File: src/rtl/instruction_fetch_unit.sv
// Instruction fetch stage: drives the instruction memory request, keeps the
// architectural PC and the IF/ID pipeline register, and handles stalls and
// taken-branch redirects.
//   clk, reset         : rising-edge clock, asynchronous active-high reset
//   stall              : hold PC and IF/ID contents
//   branch_taken       : one-cycle redirect to branch_target (word aligned)
//   imem_req/imem_addr : memory request and its word address
//   imem_ready/rdata   : memory response for the current request
//   if_id_*            : IF/ID register (valid, instruction, pc)
module instruction_fetch_unit #(
  parameter logic [31:0] RESET_PC  = 32'h0000_0000,
  parameter logic [31:0] NOP_INSTR = 32'h0000_0013
) (
  input  logic        clk,
  input  logic        reset,
  input  logic        stall,
  input  logic        branch_taken,
  input  logic [31:0] branch_target,
  output logic        imem_req,
  output logic [31:0] imem_addr,
  input  logic        imem_ready,
  input  logic [31:0] imem_rdata,
  output logic        if_id_valid,
  output logic [31:0] if_id_instruction,
  output logic [31:0] if_id_pc
);

  typedef enum logic [1:0] {
    FETCH   = 2'd0,
    HOLD    = 2'd1,
    DISCARD = 2'd2
  } state_t;

  state_t      state_q, state_d;
  logic [31:0] pc_q, pc_d;
  logic [31:0] req_addr_q, req_addr_d;
  logic [31:0] hold_buf_q, hold_buf_d;
  logic        if_id_valid_q, if_id_valid_d;
  logic [31:0] if_id_instr_q, if_id_instr_d;
  logic [31:0] if_id_pc_q, if_id_pc_d;

  logic [31:0] next_addr;
  logic [31:0] target_aligned;

  assign next_addr      = req_addr_q + 32'd4;  // wraps modulo 2^32
  assign target_aligned = {branch_target[31:2], 2'b00};

  always_ff @(posedge clk or posedge reset) begin
    if (reset) begin
      state_q       <= FETCH;
      pc_q          <= RESET_PC;
      req_addr_q    <= RESET_PC;
      hold_buf_q    <= '0;
      if_id_valid_q <= 1'b0;
      if_id_instr_q <= NOP_INSTR;
      if_id_pc_q    <= RESET_PC;
    end else begin
      state_q       <= state_d;
      pc_q          <= pc_d;
      req_addr_q    <= req_addr_d;
      hold_buf_q    <= hold_buf_d;
      if_id_valid_q <= if_id_valid_d;
      if_id_instr_q <= if_id_instr_d;
      if_id_pc_q    <= if_id_pc_d;
    end
  end

  always_comb begin
    state_d       = state_q;
    pc_d          = pc_q;
    req_addr_d    = req_addr_q;
    hold_buf_d    = hold_buf_q;
    if_id_valid_d = if_id_valid_q;
    if_id_instr_d = if_id_instr_q;
    if_id_pc_d    = if_id_pc_q;

    if (branch_taken) begin
      // Redirect beats stall. An unanswered request cannot be cancelled, so
      // its response is swallowed in DISCARD before fetching from pc_q.
      if_id_valid_d = 1'b0;
      if_id_instr_d = NOP_INSTR;
      pc_d          = target_aligned;
      unique case (state_q)
        FETCH: begin
          if (imem_ready) begin
            req_addr_d = target_aligned;
            state_d    = FETCH;
          end else begin
            state_d = DISCARD;
          end
        end
        HOLD: begin
          req_addr_d = target_aligned;
          state_d    = FETCH;
        end
        DISCARD: state_d = DISCARD;
        default: state_d = FETCH;
      endcase
    end else begin
      unique case (state_q)
        FETCH: begin
          if (imem_ready) begin
            if (stall) begin
              hold_buf_d = imem_rdata;
              state_d    = HOLD;
            end else begin
              if_id_valid_d = 1'b1;
              if_id_instr_d = imem_rdata;
              if_id_pc_d    = req_addr_q;
              pc_d          = next_addr;
              req_addr_d    = next_addr;
            end
          end else if (!stall) begin
            if_id_valid_d = 1'b0;
            if_id_instr_d = NOP_INSTR;
          end
        end
        HOLD: begin
          if (!stall) begin
            if_id_valid_d = 1'b1;
            if_id_instr_d = hold_buf_q;
            if_id_pc_d    = req_addr_q;
            pc_d          = next_addr;
            req_addr_d    = next_addr;
            state_d       = FETCH;
          end
        end
        DISCARD: begin
          if (imem_ready) begin
            req_addr_d = pc_q;
            state_d    = FETCH;
          end
        end
        default: state_d = FETCH;
      endcase
    end
  end

  assign imem_req          = (state_q != HOLD);
  assign imem_addr         = req_addr_q;
  assign if_id_valid       = if_id_valid_q;
  assign if_id_instruction = if_id_instr_q;
  assign if_id_pc          = if_id_pc_q;

endmodule

File: config.mk
export PLATFORM = sky130hd
export DESIGN_NAME = instruction_fetch_unit
export DESIGN_NICKNAME = d
export VERILOG_FILES = /design/src/rtl/instruction_fetch_unit.sv
export SDC_FILE = /design/constraint.sdc
export NUM_CORES = 1
export LEC_CHECK = 0
export CAP_MARGIN = 15
export CORE_AREA = 8 8 138 140
export CTS_BUF_LIST = sky130_fd_sc_hd__clkbuf_4
export DETAILED_ROUTE_END_ITERATION = 12
export DIE_AREA = 0 0 146 148
export HOLD_SLACK_MARGIN = 0.06
export PLACE_DENSITY_LB_ADDON = 0.15
export SLEW_MARGIN = 20
export SYNTH_ARGS = -nofsm -noshare
export SYNTH_HDL_FRONTEND = slang
export SYNTH_SLANG_ARGS = --single-unit
export TNS_END_PERCENT = 5
File: constraint.sdc
create_clock -name clk -period 6.8 [get_ports clk]
set_clock_uncertainty 0.2 [all_clocks]
set_input_delay 1.36 -clock clk [delete_from_list [all_inputs] [get_ports clk]]
set_output_delay 1.36 -clock clk [all_outputs]
set_load 0.01 [all_outputs]
# Yosys cells after proc, flatten, opt, wreduce, memory -nomap -nowiden
# Cells that the tools add are included.
dict set report word_totals {
  register_bits 163
  output_inout_bits 98
  input_bits 69
  elab_cells 64
}
dict set report op_classes {
  reduce_logical 11
  addsub 1
  eq_ne 11
  n_bitwise 1
  mux 33
}
# cell n
set op_table {}
lappend op_table {{two-way mux 32 bit} 15}
lappend op_table {{case mux 32 bit (2 select lines)} 4}
lappend op_table {{case mux 32 bit (3 select lines)} 1}
lappend op_table {{adder 32 x 3 -> 32 bit (second input constant)} 1}
lappend op_table {{!= test 3 bit (second input constant)} 5}
lappend op_table {{two-way mux 2 bit} 6}
lappend op_table {{AND reduction 4 bit} 3}
lappend op_table {{case mux 2 bit (3 select lines)} 1}
lappend op_table {{AND reduction 3 bit} 2}
lappend op_table {{nonzero test 3 bit} 2}
lappend op_table {{two-way mux 1 bit} 4}
lappend op_table {{!= test 4 bit (second input constant)} 1}
lappend op_table {{case mux 2 bit (2 select lines)} 1}
lappend op_table {{AND reduction 2 bit} 2}
lappend op_table {{!= test 3 x 1 -> 1 bit (second input constant)} 1}
lappend op_table {{equality test 2 x 1 -> 1 bit (second input constant)} 1}
lappend op_table {{equality test 2 bit (second input constant)} 1}
lappend op_table {{zero test 2 bit} 1}
lappend op_table {{!= test 2 x 1 -> 1 bit (second input constant)} 1}
lappend op_table {{!= test 2 bit (second input constant)} 1}
lappend op_table {{case mux 1 bit (2 select lines)} 1}
lappend op_table {{nonzero test 2 bit} 1}
lappend op_table {{NOT 1 bit} 1}

# Depth between registers and ports, before layout
# Gate-level depths: netlist of the first run.
dict set report logic_depth {
  ltp_word 5
  mapped_depth 8
  depth_no_buf 6
}

# Least setup slack after synthesis of the first run
# OpenSTA, ideal clock, no wires.
dict set report synth_path {
  path_type {input-to-reg}
  start {input stall}
  end {register req_addr_q[24], in the netlist imem_addr[24]}
  arrival_time_ns 2.746
  setup_ns 0.124
  path_slack_ns 3.730
  required_ns 6.476
  stages 6
  n_path_buf 2
  path_cell_list {buf_2 -> or3b_2 -> nand3b_1 -> buf_2 -> o21ai_0 -> a211o_1}
}
dict set report synth_via {
  elab_chain_cells 4
}
# item line
set synth_lines {}
lappend synth_lines {{start: declaration} 16} ;# input logic stall,
lappend synth_lines {{two-way mux 32 bit (*)} --}
lappend synth_lines {{two-way mux 32 bit} --}
lappend synth_lines {{case mux 32 bit (3 select lines) (*)} --}
lappend synth_lines {{two-way mux 32 bit (*)} --}
lappend synth_lines {{end signal: assignment} 60} ;# req_addr_q <= req_addr_d;
lappend synth_lines {{end: declaration} 36} ;# logic [31:0] req_addr_q, req_addr_d;
# Every way passes the cells marked *; elsewhere a longest branch is shown, timed or not. The select of a mux whose other input is x is not followed.
# A chain may end at the register's enable or synchronous reset.

# Final worst setup path of the first run
dict set report layout_path {
  start {register state_q[1]}
  end {output imem_req}
}
dict set report layout_via {
  elab_chain_cells 1
}
# item line
set layout_lines {}
lappend layout_lines {{start: declaration} 34} ;# state_t state_q, state_d;
lappend layout_lines {{start signal: assignment} 58} ;# state_q <= state_d;
lappend layout_lines {{!= test 2 x 1 -> 1 bit} 139} ;# assign imem_req = (state_q != HOLD);
lappend layout_lines {{end: declaration} 19} ;# output logic imem_req,
# Every way passes these cells.

==> metrics.csv, run 1 <==
metric,value,unit
YS warnings,0,
hold buffer count at CTS,0,
WP data required,5240,ps
met1 WL,10030,um
Post-synth EDFFs,0,
share of cells above drive strength 1,0.1063,
Ports,167,
fin nets,1055,
vias per cell,5.675,
FP Rows,48,
Setup WS post-layout,3196,ps
unrepaired setup endpoints after global routing,no,
setup TNS,0,ps
Area Growth Syn to Fin,25.79,%
die height,148,um
syn avg cell area,9.443,um2
Max Used Layer,met5,
Worst Tran Pin Value,1110,ps
CP max FO,16,
GRT Overall Usage,0.2181,
fillers,1563,
#FFs+latches synth,163,
post-synthesis async set-or-reset flop share,1.000,
fin util,0.5997,
Worst VDD drop,0.0001487,V
CTS resizes,0,
Max-Cap Viols,0,
DR WL/cell,18.97,um
Leak,0.004331,uW
multi-input combinational cell area,3704,um2
crit path cell chain,nor2b_2 > inv_1 > clkdlybuf4s50_1,
"Seq/Total Area, Yosys",0.5057,
IO buf count,164,
gr ovfl total,0,
pwr/cell area,284.9,nW/um2
largest net degree at the start of global routing,66,
CP Class,reg -> out,
CP Data Arrival Time,2040,ps
CP Buf/Inv Count,2,
critical path's slowest cell,dfrtp_1,
achievable frequency,277.5,MHz
HP Class,reg -> reg,
Pre-antenna DRT Iters,5,
Post-route DRC,0,
count of different cell masters after synthesis,59,
area of the die,21610,um2
delay of the slowest cell on the worst path,710,ps
first-pass GRT wire length,37830,um
DR iter-0 viols,509,
most frequent cells in the layout,"nand2_1, clkdlybuf4s50_1, dfrtp_1, o21ai_0, a21oi_1",
WL met2,11020,um
Routed WL,23200,um
ys flop type,dfrtp_1,
status,completed,
Tmin final,3604,ps
Slew HR,0.2549,
Initial Util,0.4767,
die width,146,um
Setup Buffers After CTS,0,
clock tree buffer depth,2,
CTS tree,yes,
CP Capture Type,output port,
via count,6941,
hold_ws,287.7,ps
Cells after Synth,855,
RePlAce Congestion,0.8200,
CTS buffer count,17,
DPL Wire Length,15410,um
"Hold Vio Cnt, Final",0,
WL met3,1778,um
"most common cell after layout, fill and taps aside",nand2_1,
vias in the first global route,7018,
fin crit share,0.5300,
Place WS,2641,ps
# clock sinks,163,
clock-pin slew on the worst setup and hold paths,130,ps
syn_nets,925,
"Slew Viols, Final",0,
clk root buf,clkbuf_4,
nature of the critical path startpoint,register,
Register Area,4083,um2
critical path's top delay family,flip-flops,
Final ANT Viol Nets,0,
mapped cell area,8074,um2
core area,16940,um2
initial antenna violation count,3,
Final setup viols,0,
htree depth,4,
later-pin clock latency in the skew report,580,ps
==> worst min-delay path, stage by stage, from the launching register on <==
cell	delay (ps)
dfrtp_1	360
nand2_1	50
nand2_1	50
==> metal layers <==
layer | vias up | global-route usage
li1 | 3279 | -
met1 | 3399 | 0.2741
met2 | 222 | 0.3465
met3 | 37 | 0.08132
met4 | 4 | 0.06182
met5 | - | 0
==> stage by stage <==
step | instance area [um2] | power, uW | instances
floorplan | 8074 | 1847 | 855
global placement | 9858 | 2286 | 1191
detailed placement | 9858 | 2309 | 1191
CTS | 10150 | 2913 | 1222
global route | 10160 | 3067 | 1223
finish | 10160 | 2893 | 1223
==> synthesized netlist by cell type, types with 5 or more instances <==
cell type / n / share of area
a211o_1: 5 / 0.0054
a21oi_1: 54 / 0.033
a22o_1: 6 / 0.0065
a22oi_1: 19 / 0.018
a31oi_1: 6 / 0.0046
and3_1: 35 / 0.027
buf_2: 10 / 0.0062
clkbuf_1: 51 / 0.024
dfrtp_1: 160 / 0.50
inv_1: 11 / 0.0051
mux2_2: 35 / 0.049
nand2_1: 167 / 0.078
nand3_1: 15 / 0.0093
nand4_1: 7 / 0.0054
nor2_1: 51 / 0.024
nor3_1: 6 / 0.0037
nor4_4: 7 / 0.018
o211ai_1: 6 / 0.0056
o21ai_0: 88 / 0.055
o21ai_1: 7 / 0.0043
o2bb2ai_1: 6 / 0.0065
or3_1: 9 / 0.0070
xnor2_1: 21 / 0.023
==> flip-flops by register name (all words and copies together) (netlist names) <==
| register | flops |
|---|---|
| imem_addr | 32 |
| state_q | 2 |
| hold_buf_q | 32 |
| if_id_pc | 32 |
| if_id_valid | 1 |
| if_id_instruction | 32 |
| pc_q | 32 |
==> where the power goes <==
group          switching (uW)  leakage, uW  internal, uW  total, uW
Clock                     359     0.000145           251        610
Combinational             414      0.00215           462        876
Sequential                229      0.00204          1180       1410
Total                    1000      0.00433          1890       2890
==> path summary, 6_finish.rpt <==
check | from | end | slack (ps) | cells after the start
min in group asynchronous | reset | if_id_pc[14]$_DFFE_PP0P_ | 940 | 2
max in group asynchronous | reset | pc_q[9]$_DFFE_PP0P_ | 4280 | 3
max | state_q[1]$_DFFE_PP0P_ | imem_req | 3200 | 3
min | if_id_pc[22]$_DFFE_PP0P_ | if_id_pc[22]$_DFFE_PP0P_ | 290 | 2
min reg2reg | if_id_pc[22]$_DFFE_PP0P_ | if_id_pc[22]$_DFFE_PP0P_ | 290 | 2
max reg2reg | state_q[0]$_DFFE_PP0P_ | imem_addr[10]$_DFFE_PP0P_ | 4020 | 5
==> cell families after synthesis <==
logic type,after synthesis,share of synthesized area
compound gates,226,0.1709
flops,163,0.5057
xor+xnor,25,0.02712
fa+ha+maj,1,0.001549
buf+inv,79,0.03998
simple gates,324,0.2035
mux,37,0.05129
==> layout make-up <==
class,instances,area share
antenna,1,0.0002464
clock buffer,17,0.01257
clock inverter,14,0.01602
inverter,11,0.004558
multi-input combinational,613,0.3647
sequential,163,0.4020
tap,225,0.02772
timing repair buffer,179,0.1722
Power figures use the tool's default switching activity.
==> run 2: changes to the inputs <==
==> constraint.sdc (replaced) <==
create_clock -name clk -period 3.51 [get_ports clk]
set_clock_uncertainty 0.2 [all_clocks]
set_input_delay 0.702 -clock clk [delete_from_list [all_inputs] [get_ports clk]]
set_output_delay 0.702 -clock clk [all_outputs]
set_load 0.01 [all_outputs]
==> run 2 against run 1 <==
  * Sequential share of layout area shrank 0.34 points
  * Power rose by 89%
  * Worst hold slack about the same
  * Critical path depth did not move
  * Via count about the same
  * Final cell count increased by 1.1%
  * Routed wire length rose by 0.36%
  * First-iteration DRC count fell by 12%
  * Critical endpoint unchanged
==> metrics.csv, run 2 (synthesis gave the netlist of run 1 again) <==
metric,value,unit
hold path endpoint,if_id_pc[31]$_DFFE_PP0P_,
IO buf count,164,
die width,146,um
Max-Cap Viols,0,
GRT Overall Usage,0.2174,
Pre-antenna DRT Iters,5,
Area Growth Syn to Fin,26.87,%
CTS resizes,0,
WP data required,2610,ps
CP Class,reg -> out,
clock tree buffer depth,2,
Worst Tran Pin Value,679.6,ps
CP Capture Type,output port,
CTS buffer count,17,
setup TNS,0,ps
pwr/cell area,532.6,nW/um2
die height,148,um
largest net degree at the start of global routing,65,
DR WL/cell,18.84,um
area of the die,21610,um2
Critical path origin,state_q[1]$_DFFE_PP0P_,
"most common cell after layout, fill and taps aside",nand2_1,
Finished Layout Cells,1236,
htree depth,4,
vias in the first global route,7152,
# clock sinks,163,
Leak,0.004400,uW
gr ovfl total,0,
r2r startpoint,state_q[1]$_DFFE_PP0P_,
vias per cell,5.617,
CP Data Arrival Time,2020,ps
first-pass GRT wire length,37720,um
Ports,167,
nature of the critical path startpoint,register,
via count,6943,
Initial Util,0.4767,
reg2reg path depth,5,
DR iter-0 viols,446,
"Hold Vio Cnt, Final",0,
HP Class,reg -> reg,
Design Power,5455,uW
share of cells above drive strength 1,0.1188,
fin nets,1067,
initial antenna violation count,1,
placed cell count,1203,
Hold Path Origin,if_id_pc[31]$_DFFE_PP0P_,
RePlAce Congestion,0.8316,
R2R setup slack,760,ps
achievable frequency,342.6,MHz
Tmin final,2919,ps
DPL Wire Length,15980,um
status,completed,
later-pin clock latency in the skew report,570,ps
hold depth,2,
clock-pin slew on the worst setup and hold paths,140,ps
unrepaired setup endpoints after global routing,no,
Worst VDD drop,0.0002895,V
Routed WL,23290,um
R2R Path End,imem_addr[14]$_DFFE_PP0P_,
most frequent cells in the layout,"nand2_1, clkdlybuf4s50_1, dfrtp_1, o21ai_0, a21oi_1",
Post-route DRC,0,
hold buffer count at CTS,0,
fin crit share,0.8315,
Setup Buffers After CTS,0,
Slew HR,0.5459,
"Slew Viols, Final",0,
CTS tree,yes,
Final ANT Viol Nets,0,
core area,16940,um2
FP Rows,48,
clk root buf,clkbuf_4,
Final setup viols,0,
CP max FO,16,
==> run 2: cell count changes in the layout (fill, tap and decap cells not counted), moves of 3 or more <==
cell       delta
bufinv_16     -3
clkinv_2      +4
inv_6         +3
buf_12        +5
buf_4         +7
==> run 2: worst max path at each step <==
| stage | to | slack (ps) |
|---|---|---|
| final | imem_req | 590 |
| after global routing | imem_req | 440 |
| after CTS | imem_req | 530 |
| after detailed placement | pc_q[21]$_DFFE_PP0P_ | 460 |
| after global placement | pc_q[20]$_DFFE_PP0P_ | 560 |
| after floorplan | hold_buf_q[0]$_DFFE_PP0P_ | 540 |
==> run 2: report_power, final <==
part / switching, uW / total (uW) / leakage, uW / internal (uW)
Clock: 713 / 1000 / 0.000137 / 287
Combinational: 820 / 1740 / 0.00223 / 924
Sequential: 428 / 2710 / 0.00204 / 2280
==> run 2: cell type report <==
type,instances,area (um2)
Fill cell,1558,6693
Antenna cell,1,2.502
Sequential cell,163,4083
Clock inverter,15,106.4
Timing Repair Buffer,191,1902
Inverter,11,45.04
Clock buffer,17,127.6
Multi-Input combinational cell,613,3696
Tap cell,225,281.5
==> run 2: per-layer routing <==
metal / part of all wire / GRT usage / up-vias / routed length, um
li1: - / - / 3298 / -
met1: 0.41 / 0.2535 / 3416 / 9516
met2: 0.50 / 0.3721 / 205 / 11630
met3: 0.079 / 0.07307 / 24 / 1843
met4: 0.013 / 0.06852 / 0 / 302
met5: 0 / 0 / - / 0
==> run 2: metrics by stage <==
step	util	area (um2)	hold slack [ps]	setup WS, ps
floorplan	-	8078	250.2	539.6
global placement	0.5909	10010	258.0	556.7
detailed placement	0.5909	10010	261.9	457.2
CTS	0.6047	10240	294.4	526.9
global route	0.6048	10240	310.4	444.7
finish	0.6048	10240	288.0	591.4
==> run 2: critical path, cell delays in order (launching register included) <==
cell and delay [ps]:
dfrtp_1 710, nor2b_2 90, inv_1 90, clkdlybuf4s50_1 560
==> run 3: changes to the inputs <==
==> constraint.sdc (replaced) <==
create_clock -name clk -period 2.73 [get_ports clk]
set_clock_uncertainty 0.2 [all_clocks]
set_input_delay 0.546 -clock clk [delete_from_list [all_inputs] [get_ports clk]]
set_output_delay 0.546 -clock clk [all_outputs]
set_load 0.01 [all_outputs]
==> run 3 against run 2 <==
  * Worst hold slack worse by 150 ps
  * Worst setup slack worse by 460 ps
  * Final area is 3.0% higher
  * Register-to-register slack worse by 370 ps
  * Largest cell class unchanged
  * Largest power group unchanged
  * Critical path type unchanged
==> metrics.csv, run 3 (synthesis gave the netlist of run 1 again) <==
metric,value,unit
IO buf count,164,
CP Data Arrival Time,1850,ps
Ports,167,
vias per cell,5.574,
nature of the critical path startpoint,register,
grt peak-use layer,met2,
share of cells above drive strength 1,0.1448,
Tmin final,2595,ps
setup TNS,0,ps
CP Capture Type,output port,
vias in the first global route,7258,
CP max FO,16,
largest net degree at the start of global routing,106,
die height,148,um
Worst VDD drop,0.0003342,V
Routed WL,23530,um
gr ovfl total,0,
M3 GR Usage,0.07093,
RePlAce Congestion,0.8247,
GRT Overall Usage,0.2212,
Pre-antenna DRT Iters,5,
critical path's top delay family,buffers and inverters,
Post-route DRC,0,
fin nets,1093,
"most common cell after layout, fill and taps aside",nand2_1,
HP Class,in -> reg,
pwr/cell area,701.7,nW/um2
DR WL/cell,18.63,um
CTS tree,yes,
achievable frequency,385.4,MHz
delay of the slowest cell on the worst path,570,ps
hold buffer count at CTS,0,
Slew HR,0.6083,
"Hold Vio Cnt, Final",0,
Area Growth Syn to Fin,30.71,%
area of the die,21610,um2
Finished Layout Cells,1263,
via count,7040,
# clock sinks,163,
DPL Wire Length,16280,um
FP Rows,48,
core area,16940,um2
"Slew Viols, Final",0,
WP data required,1980,ps
first-pass GRT wire length,38360,um
clk root buf,clkbuf_4,
Leak,0.004566,uW
unrepaired setup endpoints after global routing,no,
CTS buffer count,17,
later-pin clock latency in the skew report,580,ps
M2 GR Usage,0.3721,
Final ANT Viol Nets,0,
most frequent cells in the layout,"nand2_1, clkdlybuf4s50_1, dfrtp_1, o21ai_0, a21oi_1",
die width,146,um
Worst Tran Pin Value,582.2,ps
Max-Cap Viols,0,
clock tree buffer depth,2,
critical path's slowest cell,dfrtp_2,
initial antenna violation count,1,
DR iter-0 viols,523,
fin crit share,0.9505,
CP Class,reg -> out,
placed cell count,1228,
CP Buf/Inv Count,2,
htree depth,4,
Initial Util,0.4767,
status,completed,
fillers,1478,
grt met1 use,0.2643,
clock-pin slew on the worst setup and hold paths,120,ps
crit path cell chain,nor2b_2 > inv_1 > clkdlybuf4s50_1,
Final setup viols,0,
[run 3: cell count changes in the layout (fill, tap and decap cells not counted)]
cell | previous run | this run
buf_12 | 5 | 8
buf_4 | 22 | 45
bufinv_16 | 0 | 3
clkinv_1 | 2 | 0
clkinvlp_4 | 1 | 2
dfrtp_1 | 160 | 158
dfrtp_2 | 0 | 2
diode_2 | 1 | 2
inv_6 | 6 | 4
[run 3: path summary, 6_finish.rpt]
| path | start | to | slack, ps | cells after the start |
|---|---|---|---|---|
| hold reg to reg | if_id_pc[31]$_DFFE_PP0P_ | if_id_pc[31]$_DFFE_PP0P_ | 290 | 2 |
| max in group asynchronous | reset | state_q[1]$_DFFE_PP0P_ | 1570 | 3 |
| hold / removal | branch_taken | pc_q[23]$_DFFE_PP0P_ | 140 | 3 |
| min in group asynchronous | reset | if_id_pc[1]$_DFFE_PP0P_ | 200 | 3 |
| setup reg to reg | imem_addr[7]$_DFFE_PP0P_ | pc_q[19]$_DFFE_PP0P_ | 390 | 5 |
| setup / recovery | state_q[1]$_DFFE_PP0P_ | imem_req | 140 | 3 |
[run 3: layout make-up]
type	count	area, um2	area share
clock inverter	15	178.9	0.01695
timing repair buffer	217	2135	0.2023
clock buffer	17	127.6	0.01209
tap	225	281.5	0.02667
inverter	11	45.04	0.004268
sequential	163	4085	0.3871
antenna	2	5.005	0.0004742
multi-input combinational	613	3696	0.3502
[run 3: metrics by stage]
step | setup slack, ps | util | power [uW] | area, um2 | hold WS, ps
after detailed placement | 93.16 | 0.6042 | 5925 | 10230 | 262.1
after floorplan | -84.35 | - | 4600 | 8078 | 250.2
after global routing | 10.20 | 0.6230 | 7860 | 10550 | 160.4
after CTS | 64.46 | 0.6229 | 7488 | 10550 | 76.73
final | 135.1 | 0.6232 | 7405 | 10550 | 135.6
after global placement | 115.9 | 0.6042 | 5864 | 10230 | 258.7
[run 3: report_power, final]
group          leakage (uW)  internal (uW)  switching (uW)
registers           0.00203           2940             413
clock network      0.000167            644             906
logic               0.00236           1290            1210
total               0.00457           4870            2530
[run 3: metal layers]
| layer | up-vias | wire length [um] |
|---|---|---|
| met1 | 3448 | 9556 |
| met3 | 36 | 1843 |
| met2 | 208 | 11670 |
| li1 | 3348 | - |
| met5 | - | 0 |
| met4 | 0 | 454 |
[run 3: tightest hold or removal path: cells and delay by family]
| family | cells | cell delay (ps) |
|---|---|---|
| AO/OA/AOI/OAI | 1 | 60 |
| buffers and inverters | 1 | 150 |
| AND/OR/NAND/NOR | 1 | 100 |
[run 3: repair_timing]
item                       CTS  global route
buffers inserted             1             0
setup endpoints to repair    1             0
resized for setup            2             0
